<file path="config.mk">
export PLATFORM = sky130hd
export DESIGN_NAME = mem_arb
export DESIGN_NICKNAME = d
export VERILOG_FILES = /design/src/rtl/sisc_pkg.sv /design/src/rtl/mem_arb_waitcnt.sv /design/src/rtl/mem_arb.sv
export SDC_FILE = /design/constraint.sdc
export NUM_CORES = 1
export LEC_CHECK = 0
export ABC_AREA = 1
export BUFFER_PORTS_ARGS = -buffer_cell sky130_fd_sc_hd__buf_2
export CORE_UTILIZATION = 45
export CTS_CLUSTER_DIAMETER = 30
export DETAILED_ROUTE_END_ITERATION = 8
export PLACE_DENSITY = 0.84
export REMOVE_ABC_BUFFERS = 1
export SYNTH_ARGS = -nofsm -noshare
export SYNTH_HDL_FRONTEND = slang
export SYNTH_HIERARCHICAL = 1
export SYNTH_SLANG_ARGS = --single-unit
</file>
<file path="constraint.sdc">
create_clock -name clk -period 4 [get_ports clk]
set_input_delay 0.6 -clock clk [delete_from_list [all_inputs] [get_ports clk]]
set_output_delay 0.6 -clock clk [all_outputs]
set_load 0.02 [all_outputs]
</file>
<file path="src/rtl/sisc_pkg.sv">
// Shared SISC definitions: memory-arbiter FSM states, requester IDs and default bus widths.
package sisc_pkg;

    typedef enum logic [1:0] {
        IDLE   = 2'd0,
        ACCESS = 2'd1,
        WAIT   = 2'd2,
        DONE   = 2'd3
    } arb_state_t;

    localparam logic REQ_IF = 1'b0;
    localparam logic REQ_DM = 1'b1;

    localparam int DEF_AW = 16;
    localparam int DEF_DW = 32;

endpackage

</file>
<file path="src/rtl/mem_arb_waitcnt.sv">
// Wait-state down-counter for mem_arb.
// Latency: load/decrement take effect at the next edge; zero is combinational from the count.
// Backpressure: none; decrements only while en is high and the count is nonzero.
module mem_arb_waitcnt (
    input  logic       clk,
    input  logic       rst_f,
    input  logic       load,
    input  logic [3:0] load_val,
    input  logic       en,
    output logic       zero
);

    logic [3:0] cnt;

    always_ff @(posedge clk or negedge rst_f) begin
        if (!rst_f) begin
            cnt <= 4'd0;
        end else if (load) begin
            cnt <= load_val;
        end else if (en && (cnt != 4'd0)) begin
            cnt <= cnt - 4'd1;
        end
    end

    assign zero = (cnt == 4'd0);

endmodule

</file>
<file path="src/rtl/mem_arb.sv">
// Single-port memory arbiter: one fetch or load/store transaction at a time (MEM_ARB_RR_EN = round-robin, else data-first).
// Latency: gnt/mem_en one cycle after the request is seen in IDLE, done pulse 2+WAIT_CYC cycles after it.
// Backpressure: requesters hold req until done; at least one IDLE cycle separates transactions.
module mem_arb
    import sisc_pkg::*;
#(
    parameter int AW       = DEF_AW,
    parameter int DW       = DEF_DW,
    parameter int WAIT_CYC = 1
) (
    input  logic          clk,
    input  logic          rst_f,
    input  logic          if_req,
    input  logic [AW-1:0] if_addr,
    output logic          if_gnt,
    output logic          if_done,
    output logic [DW-1:0] if_rdata,
    input  logic          dm_req,
    input  logic          dm_we,
    input  logic [AW-1:0] dm_addr,
    input  logic [DW-1:0] dm_wdata,
    output logic          dm_gnt,
    output logic          dm_done,
    output logic [DW-1:0] dm_rdata,
    output logic          mem_en,
    output logic          mem_we,
    output logic [AW-1:0] mem_addr,
    output logic [DW-1:0] mem_wdata,
    input  logic [DW-1:0] mem_rdata
);

    localparam bit         HAS_WAIT = (WAIT_CYC > 0);
    localparam logic [3:0] WAIT_LD  = HAS_WAIT ? 4'(WAIT_CYC - 1) : 4'd0;

    arb_state_t    state, state_nxt;
    logic          req_any, win, owner, wc_zero, cap;
    logic          lat_we;
    logic [AW-1:0] lat_addr;
    logic [DW-1:0] lat_wdata;

    assign req_any = if_req | dm_req;

`ifdef MEM_ARB_RR_EN
    logic last_served;

    // On a tie the requester not served last wins; a lone request always wins.
    always_comb begin
        if (if_req && dm_req) win = ~last_served;
        else                  win = dm_req ? REQ_DM : REQ_IF;
    end

    always_ff @(posedge clk or negedge rst_f) begin
        if (!rst_f)              last_served <= REQ_DM;
        else if (state == DONE)  last_served <= owner;
    end
`else
    assign win = dm_req ? REQ_DM : REQ_IF;
`endif

    always_ff @(posedge clk or negedge rst_f) begin
        if (!rst_f) state <= IDLE;
        else        state <= state_nxt;
    end

    always_comb begin
        state_nxt = state;
        unique case (state)
            IDLE:    if (req_any) state_nxt = ACCESS;
            ACCESS:  state_nxt = HAS_WAIT ? WAIT : DONE;
            WAIT:    if (wc_zero) state_nxt = DONE;
            DONE:    state_nxt = IDLE;
            default: state_nxt = IDLE;
        endcase
    end

    always_comb begin
        mem_en    = (state == ACCESS);
        mem_we    = (state == ACCESS) && lat_we;
        if_gnt    = (state != IDLE) && (owner == REQ_IF);
        dm_gnt    = (state != IDLE) && (owner == REQ_DM);
        if_done   = (state == DONE) && (owner == REQ_IF);
        dm_done   = (state == DONE) && (owner == REQ_DM);
        mem_addr  = (state != IDLE) ? lat_addr  : '0;
        mem_wdata = (state != IDLE) ? lat_wdata : '0;
    end

    // Winner's request is frozen here so later input changes cannot disturb the access.
    always_ff @(posedge clk or negedge rst_f) begin
        if (!rst_f) begin
            owner     <= REQ_IF;
            lat_we    <= 1'b0;
            lat_addr  <= '0;
            lat_wdata <= '0;
        end else if ((state == IDLE) && req_any) begin
            owner     <= win;
            lat_we    <= (win == REQ_DM) && dm_we;
            lat_addr  <= (win == REQ_DM) ? dm_addr  : if_addr;
            lat_wdata <= (win == REQ_DM) ? dm_wdata : '0;
        end
    end

    mem_arb_waitcnt u_waitcnt (
        .clk      (clk),
        .rst_f    (rst_f),
        .load     (state == ACCESS),
        .load_val (WAIT_LD),
        .en       (state == WAIT),
        .zero     (wc_zero)
    );

    assign cap = ((state == ACCESS) && !HAS_WAIT) || ((state == WAIT) && wc_zero);

    always_ff @(posedge clk or negedge rst_f) begin
        if (!rst_f) begin
            if_rdata <= '0;
            dm_rdata <= '0;
        end else if (cap) begin
            if (owner == REQ_IF)     if_rdata <= mem_rdata;
            else if (!lat_we)        dm_rdata <= mem_rdata;
        end
    end

endmodule
</file>
==> qor.txt, run 1 <==
Switching share of power -> 0.4376
FF-to-FF path depth -> 10
CTS Sinks -> 120
Final Max Tran Viols -> 0
Register bit total from synthesis -> 120
Overflow after GRT -> 0
Distinct cell type count after synthesis -> 22
Crit path DAT -> 2240 ps
RSZ-0062 raised after global routing -> false
Number of remaining DRC errors -> 0
Top cells by area, synth -> dfrtp_1, nand2_1, nand3_1
Fin crit share -> 0.7112
Fin nets -> 1,007
First-pass GRT wire length -> 22,680 um
Crit path capture type -> primary output
Hold Path Class -> in2async
Ant diodes -> 0
Most common cell in the netlist -> nand2_1
Final setup violation count -> 0
Area of the core -> 12,060 sq um
Starting density of the core -> 0.4619
Max FO, Critical Path -> 69
Yosys warns -> 6
TritonCTS Buffers -> 17
Final setup TNS -> 0 ps
CTS clk-pin slew, worst paths -> 50 ps
Layout Area Growth over Synthesis -> 30.18%
Sequential cell area -> 3003 sq um
Top cell type's share of synthesized area -> 0.5390
Post-layout power -> 0.006504 W
Area leader, netlist -> dfrtp_1
Gpl congestion -> 0.7638
Minimum clock period after layout -> 2845 ps
Post-CTS Resized -> 0
Outcome -> completed
Crit start category -> flip-flop
Syn_area_per_cell -> 8.017 sq um
Initial antenna violation count -> 0
Clock skew -> 5.821 ps
Hold Buf Count CTS -> 0
Non-filler cells, final -> 1,081
Flop pwr share -> 0.321
P_int -> 0.003658 W
Share of flip-flops with an asynchronous set or reset -> 1.000
Total track usage -> 0.2259
Combinational share of power -> 0.451
Worst slew margin -> 0.2286
Reg2reg start -> u_waitcnt/cnt[0]
Drt wl/cell -> 13.19 um
Largest net degree at the start of global routing -> 70
Placed insts -> 1,049
Worst R2R End -> dm_rdata[15]
Full die area -> 12,830 sq um
Net Sw Power -> 0.002846 W
Share of layout cells above drive strength 1 -> 0.2913
Number of vias per cell -> 4.838
Final hold vios -> 0
Cells after synthesis -> 695
FP Rows -> 40
Highest Clock Rate -> 351.5 MHz
H-tree depth -> 4
Pwr dens -> 896.7 nW/um^2
CP required -> 3400 ps
Max-cap violations -> 0
Clock power share -> 0.228
Synth cell count leaders -> nand2_1, dfrtp_1, nand3_1
Area occupied by multi-input gates -> 2013 sq um
Slew @ Worst Pin -> 1154 ps
Primary FF master, synth -> dfrtp_1
Worst VDD drop -> 437.9 uV
Synth Cell Area -> 5572 sq um
Clock Root Buffer -> clkbuf_16
CTS max path bufs -> 2
I/O Buffers -> 218
Vias in the first global route -> 4,746
CTS tree -> built
Fillcell total -> 1,058
HPWL after DPL -> 9565 um
Setup slack, reg-to-reg -> 1500 ps
WS Path Type -> reg2out
Number of synthesized flops with an enable pin -> 0
Final ANT Viol Nets -> 0
Initial drt markers -> 463
Clock Latency Late Sink -> 410 ps
Chip Height -> 113.3 um
Leakage -> 4.101 nW
Final WL -> 14,260 um
Die Span X -> 113.3 um
DR pass1 iterations -> 5
Vias -> 5,230
Sequential area share after synthesis -> 0.5390
Post-CTS Setup Inserts -> 0
Io pins -> 219
[area by class of cell]
| class | instances | share of cell area |
|---|---|---|
| clock buffer | 24 | 0.06641 |
| clock inverter | 8 | 0.01311 |
| inverter | 83 | 0.04295 |
| multi-input combinational | 454 | 0.2776 |
| sequential | 120 | 0.4140 |
| tap | 168 | 0.02898 |
| timing repair buffer | 224 | 0.1570 |
[flip-flops by register name, summed over array words and instances (netlist names)]
name,flops
owner,1
dm_rdata,32
lat_we,1
lat_addr,16
if_rdata,32
state,2
lat_wdata,32
u_waitcnt/cnt,4
[critical path: stages (launching register included)]
cell and delay [ps]:
dfrtp_1 410, inv_1 150, ha_4 620, buf_4 350, nor2_1 90, buf_2 160
[per-layer routing]
layer | global-route usage | wire length [um]
met1 | 0.2917 | 6223
met2 | 0.3595 | 6640
met3 | 0.06427 | 1138
met4 | 0.08947 | 254
met5 | 0 | 0
[through the flow]
step	hold slack (ps)	cell area (sq um)	setup WS, ps	util
floorplan	304.4	5310	762.8	-
global placement	447.7	6676	1596	0.5535
detailed placement	453.0	6676	1515	0.5535
CTS	175.5	7253	1151	0.6013
global route	211.0	7253	1039	0.6013
finish	177.2	7253	1155	0.6013
[how the worst max path moves through the flow]
stage	from	end
global placement	dm_req	lat_wdata[13]
detailed placement	dm_req	lat_wdata[17]
floorplan	state[0]	lat_wdata[0]
global route	state[0]	mem_addr[9]
CTS	state[0]	mem_wdata[31]
finish	state[0]	mem_wdata[31]
[cells in the final DEF, fill, tap and decap left out, drive strengths merged]
master and n:
buf 224, bufinv 2, clkbuf 24, clkinv 5
clkinvlp 2, conb 4, dfrtp 120, ha 6
inv 82, nand2 232, nand3 99, nand3b 2
nor2 57, o21ai 53, or2 1
[cells by family after synthesis]
kind of cell,share of synthesized area
AOI/OAI and AO/OA,0.04963
and+or+nand+nor,0.2924
other,0.0006731
DFF,0.5390
buffers and inverters,0.1049
adders and majority gates,0.01347
[power groups by stage]
stage | registers, W | clock network [W] | logic, W
2_1_floorplan | 0.00245 | 0 | 0.00150
3_3_place_gp | 0.00207 | 0 | 0.00286
3_5_place_dp | 0.00209 | 0 | 0.00294
4_1_cts | 0.00209 | 0.00150 | 0.00295
5_1_grt | 0.00215 | 0.00156 | 0.00325
6_report | 0.00209 | 0.00148 | 0.00293
(Power assumes the default switching activity.)
==> run 2: changes to the inputs <==
- CORE_UTILIZATION: 45 -> 44
- PLACE_DENSITY: 0.84 -> 0.85
- clock period: 4 -> 2.5 ns (I/O delays scaled with it)
==> qor.txt, run 2 (synthesis results as in run 1) <==
Outcome -> completed
Fin worst setup slack -> 280.6 ps
Number of vias per cell -> 4.788
Max FO, Critical Path -> 66
Fin crit share -> 0.8878
Worst VDD drop -> 707.1 uV
WS Path Type -> reg2out
Final setup TNS -> 0 ps
Vias -> 5,205
Highest Clock Rate -> 450.6 MHz
Ant diodes -> 0
Pre-CTS setup slack -> 552.9 ps
Drt wl/cell -> 13.22 um
First-pass GRT wire length -> 22,740 um
Hold Path Class -> in2reg
Pwr dens -> 1426 nW/um^2
Crit start category -> flip-flop
Initial antenna violation count -> 0
CP required -> 2120 ps
Crit path capture type -> primary output
CTS tree -> built
CTS clk-pin slew, worst paths -> 50 ps
FP Rows -> 40
TritonCTS Buffers -> 17
Non-filler cells, final -> 1,087
Fin nets -> 1,013
Final ANT Viol Nets -> 0
DR pass1 iterations -> 4
Starting density of the core -> 0.4581
Vias in the first global route -> 4,659
Max-cap violations -> 0
CTS Sinks -> 120
Share of layout cells above drive strength 1 -> 0.2960
Commonest non-fill, non-tap cell in the layout -> nand2_1
Final setup violation count -> 0
Placed insts -> 1,054
Crit path DAT -> 1840 ps
Full die area -> 13,120 sq um
Io pins -> 219
Initial drt markers -> 437
Largest stage delay on the critical path -> 410 ps
Clock Latency Late Sink -> 410 ps
Clock skew -> 5.165 ps
Number of remaining DRC errors -> 0
Total track usage -> 0.2247
Minimum clock period after layout -> 2219 ps
Die Span X -> 114.5 um
Post-layout power -> 0.01050 W
Clock Root Buffer -> clkbuf_16
Layout Area Growth over Synthesis -> 32.18%
Largest net degree at the start of global routing -> 67
Slew @ Worst Pin -> 687.4 ps
Fillcell total -> 1,049
Final WL -> 14,370 um
Largest registers -> dm_rdata (32), if_rdata (32), lat_wdata (32)
HPWL after DPL -> 9953 um
Area of the core -> 12,160 sq um
Most frequent cells in the layout -> nand2_1, buf_2, dfrtp_1
Gpl congestion -> 0.7623
CTS max path bufs -> 2
Final hold vios -> 0
Final Max Tran Viols -> 0
Leakage -> 4.158 nW
Worst slew margin -> 0.5401
I/O Buffers -> 218
Overflow after GRT -> 0
RSZ-0062 raised after global routing -> false
Chip Height -> 114.5 um
H-tree depth -> 4
Cell breakdown of the critical path -> inv_1, ha_4, buf_12, nor2_1, buf_2
Crit-path slowest cell -> dfrtp_1
run 2: layer usage:
| metal | share of wire | track usage | wire length (um) | up-vias |
|---|---|---|---|---|
| met5 | 0 | 0 | 0 | - |
| met3 | 0.090 | 0.06564 | 1298 | 29 |
| met4 | 0.027 | 0.1065 | 384 | 0 |
| met1 | 0.43 | 0.2907 | 6130 | 2369 |
| met2 | 0.46 | 0.3467 | 6560 | 247 |
| li1 | - | - | - | 2560 |
run 2: power breakdown:
part	switching (W)	internal, W
Combinational	0.00324	0.00151
Clock	0.000822	0.00159
Sequential	0.000467	0.00287
run 2: final timing paths:
check / depth (start not counted) / to / slack (ps) / from
worst max-delay path: 5 / mem_addr[9] / 280 / state[0]
worst min-delay path: 3 / lat_wdata[8] / 200 / dm_wdata[8]
worst max register to register: 9 / dm_rdata[6] / 610 / u_waitcnt/cnt[0]
worst min register to register: 2 / dm_rdata[26] / 460 / dm_rdata[26]
max in group asynchronous: 3 / u_waitcnt/cnt[0] / 1340 / rst_f
min in group asynchronous: 2 / dm_rdata[13] / 520 / rst_f
run 2: layout make-up:
type,count,area (sq um),area share
Clock buffer,25,505.5,0.06864
Clock inverter,7,90.09,0.01223
Inverter,83,311.5,0.04230
Multi-Input combinational cell,454,2008,0.2727
Sequential cell,120,3003,0.4077
Tap cell,168,210.2,0.02854
Timing Repair Buffer,230,1236,0.1679
run 2: through the flow:
step | util | area, sq um | hold slack, ps
final | 0.6056 | 7365 | 202.8
after global routing | 0.6056 | 7365 | 202.6
after CTS | 0.6047 | 7355 | 181.3
after detailed placement | 0.5549 | 6749 | 409.2
after global placement | 0.5549 | 6749 | 400.8
after floorplan | - | 5310 | 79.41
run 2: worst max-delay path, delay by kind of cell, from the launching register on:
family	cells	cell delay [ps]
DFF	1	410
and+or+nand+nor	1	90
buffers and inverters	3	610
adders and majority gates	1	310
run 2: repair_timing:
action | in CTS | in global routing
buffers inserted | 0 | 0
hold endpoints to repair | 40 | 0
resized for setup | 0 | 1
hold buffers | 1 | 0
endpoints found under the setup margin | 0 | 16
==> run 3: changes to the inputs <==
--- a/constraint.sdc
+++ b/constraint.sdc
@@ -3,2 +3,2 @@
 set_output_delay 0.375 -clock clk [all_outputs]
-set_load 0.02 [all_outputs]
+set_load 0.005 [all_outputs]
==> qor.txt, run 3 (synthesis results as in run 1) <==
Outcome -> completed
H-tree depth -> 4
HPWL after DPL -> 10,120 um
DP Area -> 6731 sq um
Full die area -> 13,120 sq um
Crit path DAT -> 1930 ps
Largest registers -> dm_rdata (32), if_rdata (32), lat_wdata (32)
Clock Root Buffer -> clkbuf_16
Final hold vios -> 0
Clock skew -> 6.488 ps
Clock Latency Late Sink -> 410 ps
I/O Buffers -> 218
Post-CTS Setup Inserts -> 0
TritonCTS Buffers -> 17
Pwr dens -> 1296 nW/um^2
Leakage -> 4.168 nW
Die Span X -> 114.5 um
Hold Path Class -> in2reg
Post-layout power -> 0.009562 W
Hold Path Depth -> 3
Starting density of the core -> 0.4581
Number of vias per cell -> 4.852
Initial drt markers -> 434
CTS Sinks -> 120
FP Rows -> 40
CTS max path bufs -> 2
Drt wl/cell -> 13.26 um
Max-cap violations -> 0
FF-to-FF path depth -> 9
Fin crit share -> 0.9224
WS Path Type -> reg2out
DR pass1 iterations -> 5
Area of the core -> 12,160 sq um
Slew @ Worst Pin -> 673.0 ps
Total track usage -> 0.2298
CP required -> 2120 ps
First-pass GRT wire length -> 23,310 um
Gpl congestion -> 0.7863
CTS tree -> built
Overflow after GRT -> 0
Worst VDD drop -> 580.5 uV
Initial antenna violation count -> 0
Hold slack final -> 201.8 ps
Final Max Tran Viols -> 0
Final WL -> 14,430 um
Most frequent cells in the layout -> nand2_1, buf_2, dfrtp_1
Share of layout cells above drive strength 1 -> 0.2957
Final setup violation count -> 0
Minimum clock period after layout -> 2306 ps
Crit path capture type -> primary output
Crit start category -> flip-flop
Io pins -> 219
RSZ-0062 raised after global routing -> false
Commonest non-fill, non-tap cell in the layout -> nand2_1
Worst slew margin -> 0.5498
Largest net degree at the start of global routing -> 45
Ant diodes -> 0
Max FO, Critical Path -> 34
Vias -> 5,279
Vias in the first global route -> 4,857
Chip Height -> 114.5 um
Final ANT Viol Nets -> 0
Highest Clock Rate -> 433.6 MHz
Layout Area Growth over Synthesis -> 32.38%
Number of remaining DRC errors -> 0
Fin nets -> 1,014
Design area -> 7376 sq um
CTS clk-pin slew, worst paths -> 50 ps
## run 3: layer usage
metal	track usage	up-vias	wire, um	share of wire
met5	0	-	0	0
met4	0.09524	0	340	0.024
met3	0.07623	33	1295	0.090
met2	0.3790	241	6678	0.46
met1	0.2762	2440	6115	0.42
li1	-	2565	-	-
## run 3: worst paths after layout
kind | slack [ps] | start | endpoint
max in group asynchronous | 1370 | rst_f | dm_rdata[24]
min in group asynchronous | 500 | rst_f | if_rdata[23]
setup / recovery | 190 | state[0] | mem_addr[4]
hold reg to reg | 460 | if_rdata[11] | if_rdata[11]
hold / removal | 200 | dm_wdata[28] | lat_wdata[28]
setup reg to reg | 620 | u_waitcnt/cnt[0] | dm_rdata[31]
## run 3: repair_timing
item                       CTS  global route
hold endpoints to repair    38             0
setup endpoints to repair    0            37
gates resized for setup      0             1
hold buffers                 1             0
## run 3: critical path: stages, from the launching register on
cell and delay (ps):
dfrtp_1 410, inv_1 160, ha_4 310, buf_4 400
nor2_1 110, buf_2 140
## run 3: area by class of cell
type / count / area [sq um]
fillers: 1057 / 4786
flip-flops and latches: 120 / 3003
multi-input cells: 454 / 2008
repair buffers: 231 / 1219
clock buffers: 24 / 481.7
inverters: 83 / 311.5
well taps: 168 / 210.2
clock inverters: 8 / 142.6
## run 3: through the flow
step                setup WS [ps]    util  TNS [ps]  std cells
floorplan                  -737.2       -    -57160        657
global placement            548.5  0.5535         0       1055
detailed placement          457.6  0.5535         0       1055
CTS                         14.22  0.6057         0       1088
global route                53.18  0.6065         0       1088
finish                      193.9  0.6065         0       1088
## run 3: power by group
group	internal [W]	switching [W]	leakage (nW)
Clock	0.00174	0.000812	0.304
Combinational	0.00147	0.00222	2.43
Sequential	0.00287	0.000460	1.43
Total	0.00607	0.00349	4.17
